**config.mk**
```make
export PLATFORM = sky130hd
export DESIGN_NAME = cas_buf_arbiter
export DESIGN_NICKNAME = d
export VERILOG_FILES = /design/src/rtl/cas_buf_pkg.sv /design/src/rtl/cas_buf_arbiter.sv
export SDC_FILE = /design/constraint.sdc
export NUM_CORES = 1
export LEC_CHECK = 0
export ABC_AREA = 0
export BUFFER_PORTS_ARGS = -buffer_cell sky130_fd_sc_hd__buf_4
export CAP_MARGIN = 10
export CORE_MARGIN = 2
export CORE_UTILIZATION = 40
export DETAILED_ROUTE_END_ITERATION = 8
export GPL_ROUTABILITY_DRIVEN = 1
export GPL_TIMING_DRIVEN = 0
export PLACE_DENSITY = 0.67
export SLEW_MARGIN = 20
export SYNTH_ARGS = -nofsm -noshare
export SYNTH_HDL_FRONTEND = slang
export SYNTH_SLANG_ARGS = --single-unit
```
**constraint.sdc**
```tcl
create_clock -name clk -period 4.4 [get_ports clk]
set_input_delay 0.22 -clock clk [delete_from_list [all_inputs] [get_ports clk]]
set_output_delay 0.22 -clock clk [all_outputs]
set_load 0.02 [all_outputs]
```
**src/rtl/cas_buf_pkg.sv**
```systemverilog
// Shared definitions for the CAS tape-buffer arbiter: FSM state encoding and
// the default DDRAM byte-address width.
package cas_buf_pkg;

  localparam int CAS_ADDR_W = 27;

  typedef enum logic [2:0] {
    ST_IDLE,
    ST_WR_ISSUE,
    ST_WR_WAIT,
    ST_RD_ISSUE,
    ST_RD_WAIT
  } cas_state_t;

endpackage

```
**src/rtl/cas_buf_arbiter.sv**
```systemverilog
// Arbitrates one DDRAM tape buffer between the CAS download port (writes) and
// the tape player (reads), with a one-entry read cache and end-of-image detection.
module cas_buf_arbiter
  import cas_buf_pkg::*;
#(
  parameter int ADDR_W = CAS_ADDR_W
) (
  input  logic              clk,
  input  logic              reset,
  input  logic              dl_active,
  input  logic              dl_wr,
  input  logic [ADDR_W-1:0] dl_addr,
  input  logic [7:0]        dl_data,
  output logic              dl_wait,
  input  logic              tp_rd,
  input  logic [ADDR_W-1:0] tp_addr,
  output logic [7:0]        tp_data,
  output logic              tp_valid,
  output logic              tp_eof,
  output logic              tp_busy,
  output logic [ADDR_W-1:0] mem_addr,
  output logic [7:0]        mem_din,
  output logic              mem_we,
  output logic              mem_rd,
  input  logic [7:0]        mem_dout,
  input  logic              mem_ready,
  output logic [ADDR_W-1:0] cas_size
);

  cas_state_t        state_reg;
  logic [ADDR_W-1:0] addr_reg;
  logic [7:0]        din_reg;
  logic              seen_low_reg;
  logic [ADDR_W-1:0] cache_addr_reg;
  logic [7:0]        cache_data_reg;
  logic              cache_valid_reg;
  logic [ADDR_W-1:0] cas_size_reg;
  logic              dl_active_d_reg;
  logic [7:0]        tp_data_reg;
  logic              tp_valid_reg;
  logic              tp_eof_reg;

  logic              rd_accept;
  logic              wait_done;
  logic              wr_done;
  logic [ADDR_W-1:0] wr_end;

  assign tp_busy   = (state_reg != ST_IDLE) || dl_active;
  // A coincident dl_wr wins; the read is simply dropped.
  assign rd_accept = (state_reg == ST_IDLE) && !dl_wr && tp_rd && !dl_active;
  // Completion needs the buffer to have gone busy first, so the ready level
  // seen in the issue cycle is never mistaken for completion.
  assign wait_done = seen_low_reg && mem_ready;
  assign wr_done   = (state_reg == ST_WR_WAIT) && wait_done;
  assign wr_end    = addr_reg + ADDR_W'(1);

  assign mem_we   = (state_reg == ST_WR_ISSUE) && mem_ready;
  assign mem_rd   = (state_reg == ST_RD_ISSUE) && mem_ready;
  assign mem_addr = addr_reg;
  assign mem_din  = din_reg;
  assign dl_wait  = ((state_reg == ST_IDLE) && dl_wr) ||
                    (state_reg == ST_WR_ISSUE) || (state_reg == ST_WR_WAIT);

  assign tp_data  = tp_data_reg;
  assign tp_valid = tp_valid_reg;
  assign tp_eof   = tp_eof_reg;
  assign cas_size = cas_size_reg;

  always_ff @(posedge clk or posedge reset) begin
    if (reset) begin
      state_reg       <= ST_IDLE;
      addr_reg        <= '0;
      din_reg         <= 8'h00;
      seen_low_reg    <= 1'b0;
      cache_addr_reg  <= '0;
      cache_data_reg  <= 8'h00;
      cache_valid_reg <= 1'b0;
      cas_size_reg    <= '0;
      dl_active_d_reg <= 1'b0;
      tp_data_reg     <= 8'h00;
      tp_valid_reg    <= 1'b0;
      tp_eof_reg      <= 1'b0;
    end else begin
      tp_valid_reg    <= 1'b0;
      tp_eof_reg      <= 1'b0;
      dl_active_d_reg <= dl_active;

      if (dl_active && !dl_active_d_reg)
        cas_size_reg <= '0;
      else if (wr_done && (wr_end > cas_size_reg))
        cas_size_reg <= wr_end;

      case (state_reg)
        ST_IDLE: begin
          if (dl_wr) begin
            addr_reg  <= dl_addr;
            din_reg   <= dl_data;
            state_reg <= ST_WR_ISSUE;
          end else if (rd_accept) begin
            if (tp_addr >= cas_size_reg) begin
              tp_valid_reg <= 1'b1;
              tp_eof_reg   <= 1'b1;
              tp_data_reg  <= 8'h00;
            end else if (cache_valid_reg && (cache_addr_reg == tp_addr)) begin
              tp_valid_reg <= 1'b1;
              tp_data_reg  <= cache_data_reg;
            end else begin
              addr_reg  <= tp_addr;
              state_reg <= ST_RD_ISSUE;
            end
          end
        end

        ST_WR_ISSUE: begin
          if (mem_ready) begin
            seen_low_reg <= 1'b0;
            state_reg    <= ST_WR_WAIT;
          end
        end

        ST_WR_WAIT: begin
          if (!mem_ready) begin
            seen_low_reg <= 1'b1;
          end else if (seen_low_reg) begin
            cache_valid_reg <= 1'b0;
            state_reg       <= ST_IDLE;
          end
        end

        ST_RD_ISSUE: begin
          if (mem_ready) begin
            seen_low_reg <= 1'b0;
            state_reg    <= ST_RD_WAIT;
          end
        end

        ST_RD_WAIT: begin
          if (!mem_ready) begin
            seen_low_reg <= 1'b1;
          end else if (seen_low_reg) begin
            tp_data_reg     <= mem_dout;
            tp_valid_reg    <= 1'b1;
            cache_addr_reg  <= addr_reg;
            cache_data_reg  <= mem_dout;
            cache_valid_reg <= 1'b1;
            state_reg       <= ST_IDLE;
          end
        end

        default: state_reg <= ST_IDLE;
      endcase
    end
  end

endmodule

```
Word level (Yosys, flattened, before mapping)
Cells that the tools add are included.

Register bits: 113. Bits of input ports: 76. Output and inout port bits: 76. Word-level logic and storage cells: 112.

Add/sub/neg operators: 1. Order comparisons: 2. Equality and inequality tests: 23. Muxes and demuxes: 41. Reduce and logical (&&, ||, !) cells: 33.

Operators by type and width (number): $mux 27 (6); $mux 8 (6); $add 27x1->27 const B (1); $eq 27x27->1 (1); $ge 27x27->1 (1); $gt 27x27->1 (1); $mux 3 (8); $ne 2x2->1 const B (11); $mux 1 (16); $pmux 8 s2 (1); $pmux 3 s4 (1); $logic_and 1x1->1 (11); $reduce_bool 2->1 (5); $ne 3x3->1 const B (3); $reduce_and 7->1 (1); $eq 3x2->1 const B (2); $ne 2x1->1 const B (3); $pmux 1 s2 (3); $reduce_and 3->1 (2); $reduce_and 6->1 (1); $reduce_and 5->1 (1); $reduce_and 4->1 (1); $reduce_or 2->1 (2); $eq 3x1->1 const B (1); other kinds (7) (11).

Logic depth before layout (Yosys ltp)
Gate-level depths: netlist of the first run.

Depth in word-level cells: 7. Depth in mapped cells: 18. Depth with buffers taken out: 15.

Worst setup path after synthesis of the first run
OpenSTA, ideal clock, no wires.

Kind: register to register. Start point: reg addr_reg[0] (netlist: mem_addr[0]). End point: reg cas_size_reg[0] (netlist: cas_size[0]). Library setup time: 0.132 ns. Data arrival time: 3.800 ns. Required time: 4.268 ns. Path slack: 0.468 ns. Cell stages (with the launch flop): 19. Buffers on the path: 3. Period minus slack after synthesis: 3.932 ns. Path through: dfrtp_1 > ha_1 > nand3_1 > or3_1 > or2_1 > clkbuf_1 > nor3_1 > xnor2_1 > inv_1 > ha_1 > a21o_1 > a21o_1 > a221oi_1 > nor4bb_1 > a21boi_1 > buf_2 > buf_2 > mux2i_1 > nor2_1.

Cells in the longest elaborated chain, start to end: 4. Elaborated cells between the ends (all ways): 6. Classes of those cells: add/sub (1); order compare (1); mux (2); reduce/logical (2).

RTL lines: start: declaration (line cas_buf_arbiter.sv:31) `logic [ADDR_W-1:0] addr_reg;`; start signal: assignment (line cas_buf_arbiter.sv:96) `addr_reg <= dl_addr;`; start signal: assignment (line cas_buf_arbiter.sv:108) `addr_reg <= tp_addr;`; $add 27x1->27 (*) (line cas_buf_arbiter.sv:55) `assign wr_end = addr_reg + ADDR_W'(1);`; $gt 27x27->1 (line cas_buf_arbiter.sv:90) `else if (wr_done && (wr_end > cas_size_reg))`; $logic_and 1x1->1 (line cas_buf_arbiter.sv:90); $reduce_bool 2->1 (no source line); end signal: assignment (line cas_buf_arbiter.sv:91) `cas_size_reg <= wr_end;`; end: declaration (line cas_buf_arbiter.sv:37) `logic [ADDR_W-1:0] cas_size_reg;`.

Every way passes the cells marked *; elsewhere a longest branch is shown, timed or not. The select of a mux whose other input is x is not followed. A chain may end at the register's enable or synchronous reset.

Final worst setup path of the first run
Start point: reg addr_reg[1] (netlist: mem_addr[1]). End point: reg cas_size_reg[11] (netlist: cas_size[11]).

The elaborated chain is that of the path after synthesis.

==> results.py, run 1 <==
metrics = {
    "outcome": {
        "status": "completed",
    },
    "global_routing": {
        "use_met2_pct": 33.4,
        "grt_max_degree": 67,
        "antenna_found_initial": 0,
        "grt_pass1_wl_um": 29500,
        "grt_overflow": 0,
        "track_usage_pct": 21.4,
        "grt_util_met1_pct": 27.1,
        "grt.busiest_layer": "met2",
        "grt_pass1_vias": 5579,
        "gr-usage-met3_pct": 7.00,
    },
    "layout": {
        "utilization_pct": 53.0,
        "layout-drive-gt1-share_pct": 35.9,
        "final_common_cell": "buf_4",
        "layout_common_cells": "buf_4 (155), dfrtp_1 (108), mux2_2 (84)",
        "stdcell_area_mm2": 0.00907,
        "diodes": 0,
        "area_delta_synth_final_pct": 31.4,
        "fin_nets": 946,
    },
    "critical_path": {
        "crit_type": "reg -> reg",
        "worstReg2RegStart": "mem_addr[1]",
        "end_kind": "register",
        "crit_path_start": "mem_addr[1]",
        "crit_arrival_ps": 4400,
        "required_ps": 4680,
        "crit_path_max_fanout": 10,
        "startpoint_type": "register",
    },
    "floorplanning": {
        "core_area_mm2": 0.0171,
        "row_count": 48,
        "fp.dieH_um": 135,
        "die_x_um": 135,
        "initial_utilization_pct": 40.4,
        "boundaryPins": 152,
        "die_area_mm2": 0.0183,
    },
    "synth": {
        "synth_top_family_by_area": "multiplexers",
        "synth_xor_area_share_pct": 6.72,
        "ys_warn_count": 0,
        "synth_edf_count": 0,
        "ys_ff_latch": 113,
        "synth_area_mm2": 0.00691,
        "synthMuxAreaShare_pct": 19.9,
        "async_flop_share_pct": 100,
        "synth_fa_ha_area_share_pct": 9.96,
        "postSynthAreaPerCell_um2": 10.8,
        "synth-main-ff-cell": "dfrtp_1",
        "synth_seq_area_share_pct": 40.9,
        "syn_inst": 641,
        "synth.net_count": 772,
        "synthDistinctLibCells": 46,
        "synthSimpleGateAreaFrac_pct": 11.0,
        "synth_compound_area_share_pct": 7.03,
    },
    "placement": {
        "port_buffers": 151,
        "dp_slack_ps": -256,
        "postPlaceCellArea_mm2": 0.00836,
        "place.gp.congestion": 0.865,
        "dp_hpwl_um": 14100,
    },
    "route": {
        "ant_nets": 0,
        "wl_per_cell_um": 17.9,
        "drc": 0,
        "routed_wl_um": 18900,
        "vias": 5465,
        "first_pass_iters": 5,
        "first_iter_violations": 256,
        "vias_per_cell": 5.19,
    },
    "clock_network": {
        "clock_path_buffers": 2,
        "insertion_delay_ps": 430,
        "clkSinkCount": 113,
        "cts_tree": "done",
        "clk_pin_slew_ps": 60,
        "cts_root_buffer": "clkbuf_16",
        "cts_htree_levels": 4,
        "cts_made_buffers": 17,
    },
    "sta": {
        "clock_skew_ps": 7.75,
        "relSlewSlack_pct": 41.6,
        "timing.fmax_mhz": 243,
        "worst_slew_pin_slew_ps": 876,
        "final.setup.tns_ps": 0,
        "setup_slack_ps": 278,
        "final_hold_viol_count": 0,
        "finalMaxSlewViolations": 0,
        "finalSetupViolCount": 0,
        "grt_setup_unrepaired": "no",
        "fin_crit_sh_pct": 93.7,
        "period_needed_ps": 4120,
    },
    "power_and_ir_drop": {
        "power_density_mw_per_mm2": 664,
        "ir_drop_v": 0.000374,
        "power.total_mw": 6.03,
        "p_leak_nw": 4.12,
    },
    "worst_hold_path": {
        "hp-class": "in -> reg",
        "hold_start": "dl_data[7]",
    },
    "job": {
        "maxCapViolations": 0,
    },
}
where the power goes:
part / total (mW) / internal [mW] / switching, mW / leakage, nW
combinational: 2.65 / 1.28 / 1.37 / 2.35
clock: 1.49 / 0.988 / 0.499 / 0.310
sequential: 1.89 / 1.45 / 0.439 / 1.46
total: 6.03 / 3.72 / 2.31 / 4.12
final timing paths:
kind	to	slack (ps)	depth (start not counted)
max	cas_size[11]	280	17
min	mem_din[7]	20	2
max reg2reg	cas_size[11]	280	17
min reg2reg	cache_data_reg[5]	500	1
max in group asynchronous	mem_addr[6]	3310	4
min in group asynchronous	mem_din[5]	380	3
final cells by class:
class	count	area (µm²)
Tap cell	225	282
Multi-Input combinational cell	455	3820
Fill cell	1549	8040
Clock inverter	10	156
Buffer	23	119
Sequential cell	113	2830
Clock buffer	22	474
Inverter	49	189
Timing Repair Buffer	156	1200
cell families (layout without fill, tap and decap cells):
kind of cell,after synthesis,after routing
adders and majority gates,55,55
buffers and inverters,73,260
AOI/OAI and AO/OA,71,71
xor gates and xnor gates,53,53
DFF,113,113
muxes,126,126
and+or+nand+nor,150,150
per-layer routing:
layer	share of wire [%]	routed length, µm	vias up
li1	-	-	2612
met1	44	8280	2619
met2	46	8690	195
met3	7.0	1320	39
met4	3.2	597	0
met5	0	0	-
synth_stat cells (all sizes together), types with 2 or more instances:
master  count  share of area (%)
nand2      23                1.2
dfrtp     113                 41
nor2b      12                1.1
nor3b       3               0.33
a21o        8               0.87
a211oi     12                1.4
mux2i      35                5.1
xnor2      44                5.6
mux2       91                 15
nor2       47                2.6
nor3        8               0.58
o211ai      2               0.22
nand2b      2               0.18
o21ai      10               0.72
a22oi       8               0.87
a221oi      2               0.25
nor4        5               0.63
a21oi      22                1.6
nand3      16                1.2
and4        2               0.25
or3         2               0.18
and3        5               0.45
or2         3               0.27
buf        13                1.1
nand4      19                1.7
inv        49                2.7
xor2        9                1.1
clkbuf     11               0.60
ha         55                 10
repair_timing:
item | in CTS | in global routing
pin swaps | 0 | 1
gates cloned | 0 | 0
endpoints found under the hold margin | 48 | 0
hold buffers | 2 | 0
gates resized for setup | 7 | 5
setup endpoints to repair | 24 | 24
buffers inserted | 0 | 2
per-stage QoR:
step	instances	hold slack, ps
after floorplan	641	251
after CTS	1052	14.5
after global placement	1017	362
after detailed placement	1018	288
final	1053	23.4
after global routing	1053	13.0
worst max-delay path, cell delays in order, from the launching register on:
cell      delay [ps]
dfrtp_2          420
ha_1             220
nand3_1          170
or3_4            460
or2_4            310
nor3_2           140
xnor2_1          180
inv_1             70
ha_1             300
a21o_1           180
a21o_1           180
a221oi_2         320
nor4bb_4         270
a21boi_1          90
buf_2            190
buf_4            220
mux2i_1          170
nor2_1            60
Note: power is estimated with default switching activity, not from simulation.
==> run 2, diff against run 1 <==
--- a/config.mk
+++ b/config.mk
@@ -9,11 +9,11 @@
 export BUFFER_PORTS_ARGS = -buffer_cell sky130_fd_sc_hd__buf_4
 export CAP_MARGIN = 10
 export CORE_MARGIN = 2
-export CORE_UTILIZATION = 40
+export CORE_UTILIZATION = 45
 export DETAILED_ROUTE_END_ITERATION = 8
 export GPL_ROUTABILITY_DRIVEN = 1
 export GPL_TIMING_DRIVEN = 0
-export PLACE_DENSITY = 0.67
+export PLACE_DENSITY = 0.73
 export SLEW_MARGIN = 20
 export SYNTH_ARGS = -nofsm -noshare
 export SYNTH_HDL_FRONTEND = slang
==> constraint.sdc (replaced) <==
create_clock -name clk -period 4 [get_ports clk]
set_input_delay 0.2 -clock clk [delete_from_list [all_inputs] [get_ports clk]]
set_output_delay 0.2 -clock clk [all_outputs]
set_load 0.02 [all_outputs]
==> run 2 against run 1 <==
Net effect:
- global-route usage increased by 2.2 points
- sequential cell count unchanged
- die area fell by 11%
- clock skew increased by 2.2 ps
- largest power group unchanged
==> results.py, run 2 (synthesis gave the netlist of run 1 again) <==
metrics = {
    "outcome": {
        "status": "completed",
    },
    "job": {
        "maxCapViolations": 0,
    },
    "global_routing": {
        "grt_max_degree": 69,
        "grt_pass1_wl_um": 29400,
        "grt_overflow": 0,
        "antenna_found_initial": 0,
        "track_usage_pct": 23.6,
        "grt_pass1_vias": 5583,
    },
    "critical_path": {
        "startpoint_type": "register",
        "cp_cell_sequence": "nand3_1 > or2_1 > clkbuf_1 > or3_4 > nor3_2 > xor2_1 > ha_1 > and4_1 > a221oi_4 > nor4bb_4 > a21boi_1 > buf_4 > buf_12 > mux2i_1 > nor2_1",
        "required_ps": 4280,
        "crit_arrival_ps": 4150,
        "end_kind": "register",
        "crit_path_max_fanout": 10,
        "max_stage_delay_ps": 480,
        "cp_slowest_cell": "or3_4",
        "crit_type": "reg -> reg",
    },
    "worst_hold_path": {
        "hp-class": "in -> reg",
    },
    "floorplanning": {
        "die_x_um": 128,
        "fp.dieH_um": 128,
        "initial_utilization_pct": 45.8,
        "row_count": 45,
        "die_area_mm2": 0.0164,
        "core_area_mm2": 0.0151,
        "boundaryPins": 152,
    },
    "sta": {
        "finalMaxSlewViolations": 0,
        "setup_slack_ps": 133,
        "period_needed_ps": 3870,
        "fin_crit_sh_pct": 96.7,
        "fin_hold_ws_ps": 17.8,
        "timing.fmax_mhz": 259,
        "relSlewSlack_pct": 43.0,
        "finalSetupViolCount": 0,
        "final_hold_viol_count": 0,
        "worst_slew_pin_slew_ps": 855,
        "clock_skew_ps": 9.91,
        "final.setup.tns_ps": 0,
    },
    "route": {
        "routed_wl_um": 18800,
        "wl_per_cell_um": 18.2,
        "vias_per_cell": 5.37,
        "drc": 0,
        "ant_nets": 0,
        "vias": 5548,
        "first_pass_iters": 5,
        "first_iter_violations": 286,
    },
    "layout": {
        "diodes": 0,
        "fin_nets": 964,
        "layout_common_cells": "buf_4 (169), dfrtp_1 (103), mux2_2 (84)",
        "area_delta_synth_final_pct": 35.6,
        "layout-drive-gt1-share_pct": 40.0,
        "stdcell_area_mm2": 0.00937,
        "final_common_cell": "buf_4",
        "fillCellCount": 1229,
    },
    "placement": {
        "place.gp.congestion": 0.891,
        "dp_slack_ps": -579,
        "port_buffers": 151,
        "postPlaceCellArea_mm2": 0.00832,
        "dp_hpwl_um": 13900,
    },
    "clock_network": {
        "clk_pin_slew_ps": 60,
        "cts_root_buffer": "clkbuf_16",
        "cts_tree": "done",
        "insertion_delay_ps": 420,
        "clock_path_buffers": 2,
        "cts_made_buffers": 17,
        "clkSinkCount": 113,
        "cts_htree_levels": 4,
    },
    "power_and_ir_drop": {
        "p_leak_nw": 4.23,
        "power_density_mw_per_mm2": 735,
        "ir_drop_v": 0.000424,
    },
}
==> run 2: changes by cell type in the layout (fill, tap and decap cells not counted), sizes merged <==
| cell | before | now |
|---|---|---|
| buf | 167 | 181 |
| bufinv | 4 | 5 |
| clkbuf | 32 | 26 |
| clkinv | 5 | 4 |
| clkinvlp | 1 | 4 |
| dlygate4sd3 | 2 | 7 |
| inv | 49 | 51 |
==> run 2: power breakdown <==
part / switching [mW] / internal, mW / leakage (nW)
sequential: 0.479 / 1.60 / 1.45
combinational: 1.58 / 1.54 / 2.47
clock: 0.576 / 1.11 / 0.306
total: 2.63 / 4.25 / 4.23
==> run 2: critical path, delay by kind of cell, from the launching register on <==
family | cells | cell delay, ps
simple gates | 7 | 1570
buf+inv | 3 | 510
flops | 1 | 450
compound gates | 2 | 440
fa+ha+maj | 1 | 320
xor+xnor | 1 | 270
mux | 1 | 170
==> run 2: timing repair <==
item | 4_1_cts | 5_1_grt
gates resized for setup | 21 | 30
hold buffers | 7 | 0
pin swaps | 1 | 8
endpoints found under the setup margin | 27 | 27
setup buffers | 4 | 12
hold endpoints to repair | 51 | 0
cloned | 0 | 0
==> run 2: final cells by class <==
cell class	count	area, µm²	share of cell area, %
multi-input cells	455	3950	42.2
inverters	49	189	2.02
clock inverters	15	233	2.48
well taps	188	235	2.51
repair buffers	175	1350	14.4
flip-flops and latches	113	2840	30.3
clock buffers	17	425	4.54
plain buffers	22	145	1.55
==> run 2: per-stage QoR <==
stage	cells	power [mW]	utilization (%)
floorplan	641	3.85	-
global placement	980	4.83	54.9
detailed placement	981	4.91	55.1
CTS	1022	6.70	60.6
global route	1034	7.33	62.1
finish	1034	6.88	62.1
==> run 2: path summary, 6_finish.rpt <==
| kind | from | cells after the start | slack (ps) | endpoint |
|---|---|---|---|---|
| worst max-delay path | mem_addr[6] | 15 | 130 | cas_size[8] |
| worst min-delay path | mem_dout[0] | 2 | 20 | cache_data_reg[0] |
| worst max register to register | mem_addr[6] | 15 | 130 | cas_size[8] |
| worst min register to register | cache_data_reg[3] | 1 | 500 | cache_data_reg[3] |
| max in group asynchronous | reset | 4 | 2940 | mem_addr[17] |
| min in group asynchronous | reset | 3 | 370 | mem_din[2] |
==> run 2: layer usage <==
metal	share of wire (%)	global-route usage [%]	vias up
met3	6.7	6.34	23
met5	0	0	-
li1	-	-	2648
met4	1.4	7.56	0
met2	48	37.3	180
met1	44	31.6	2697
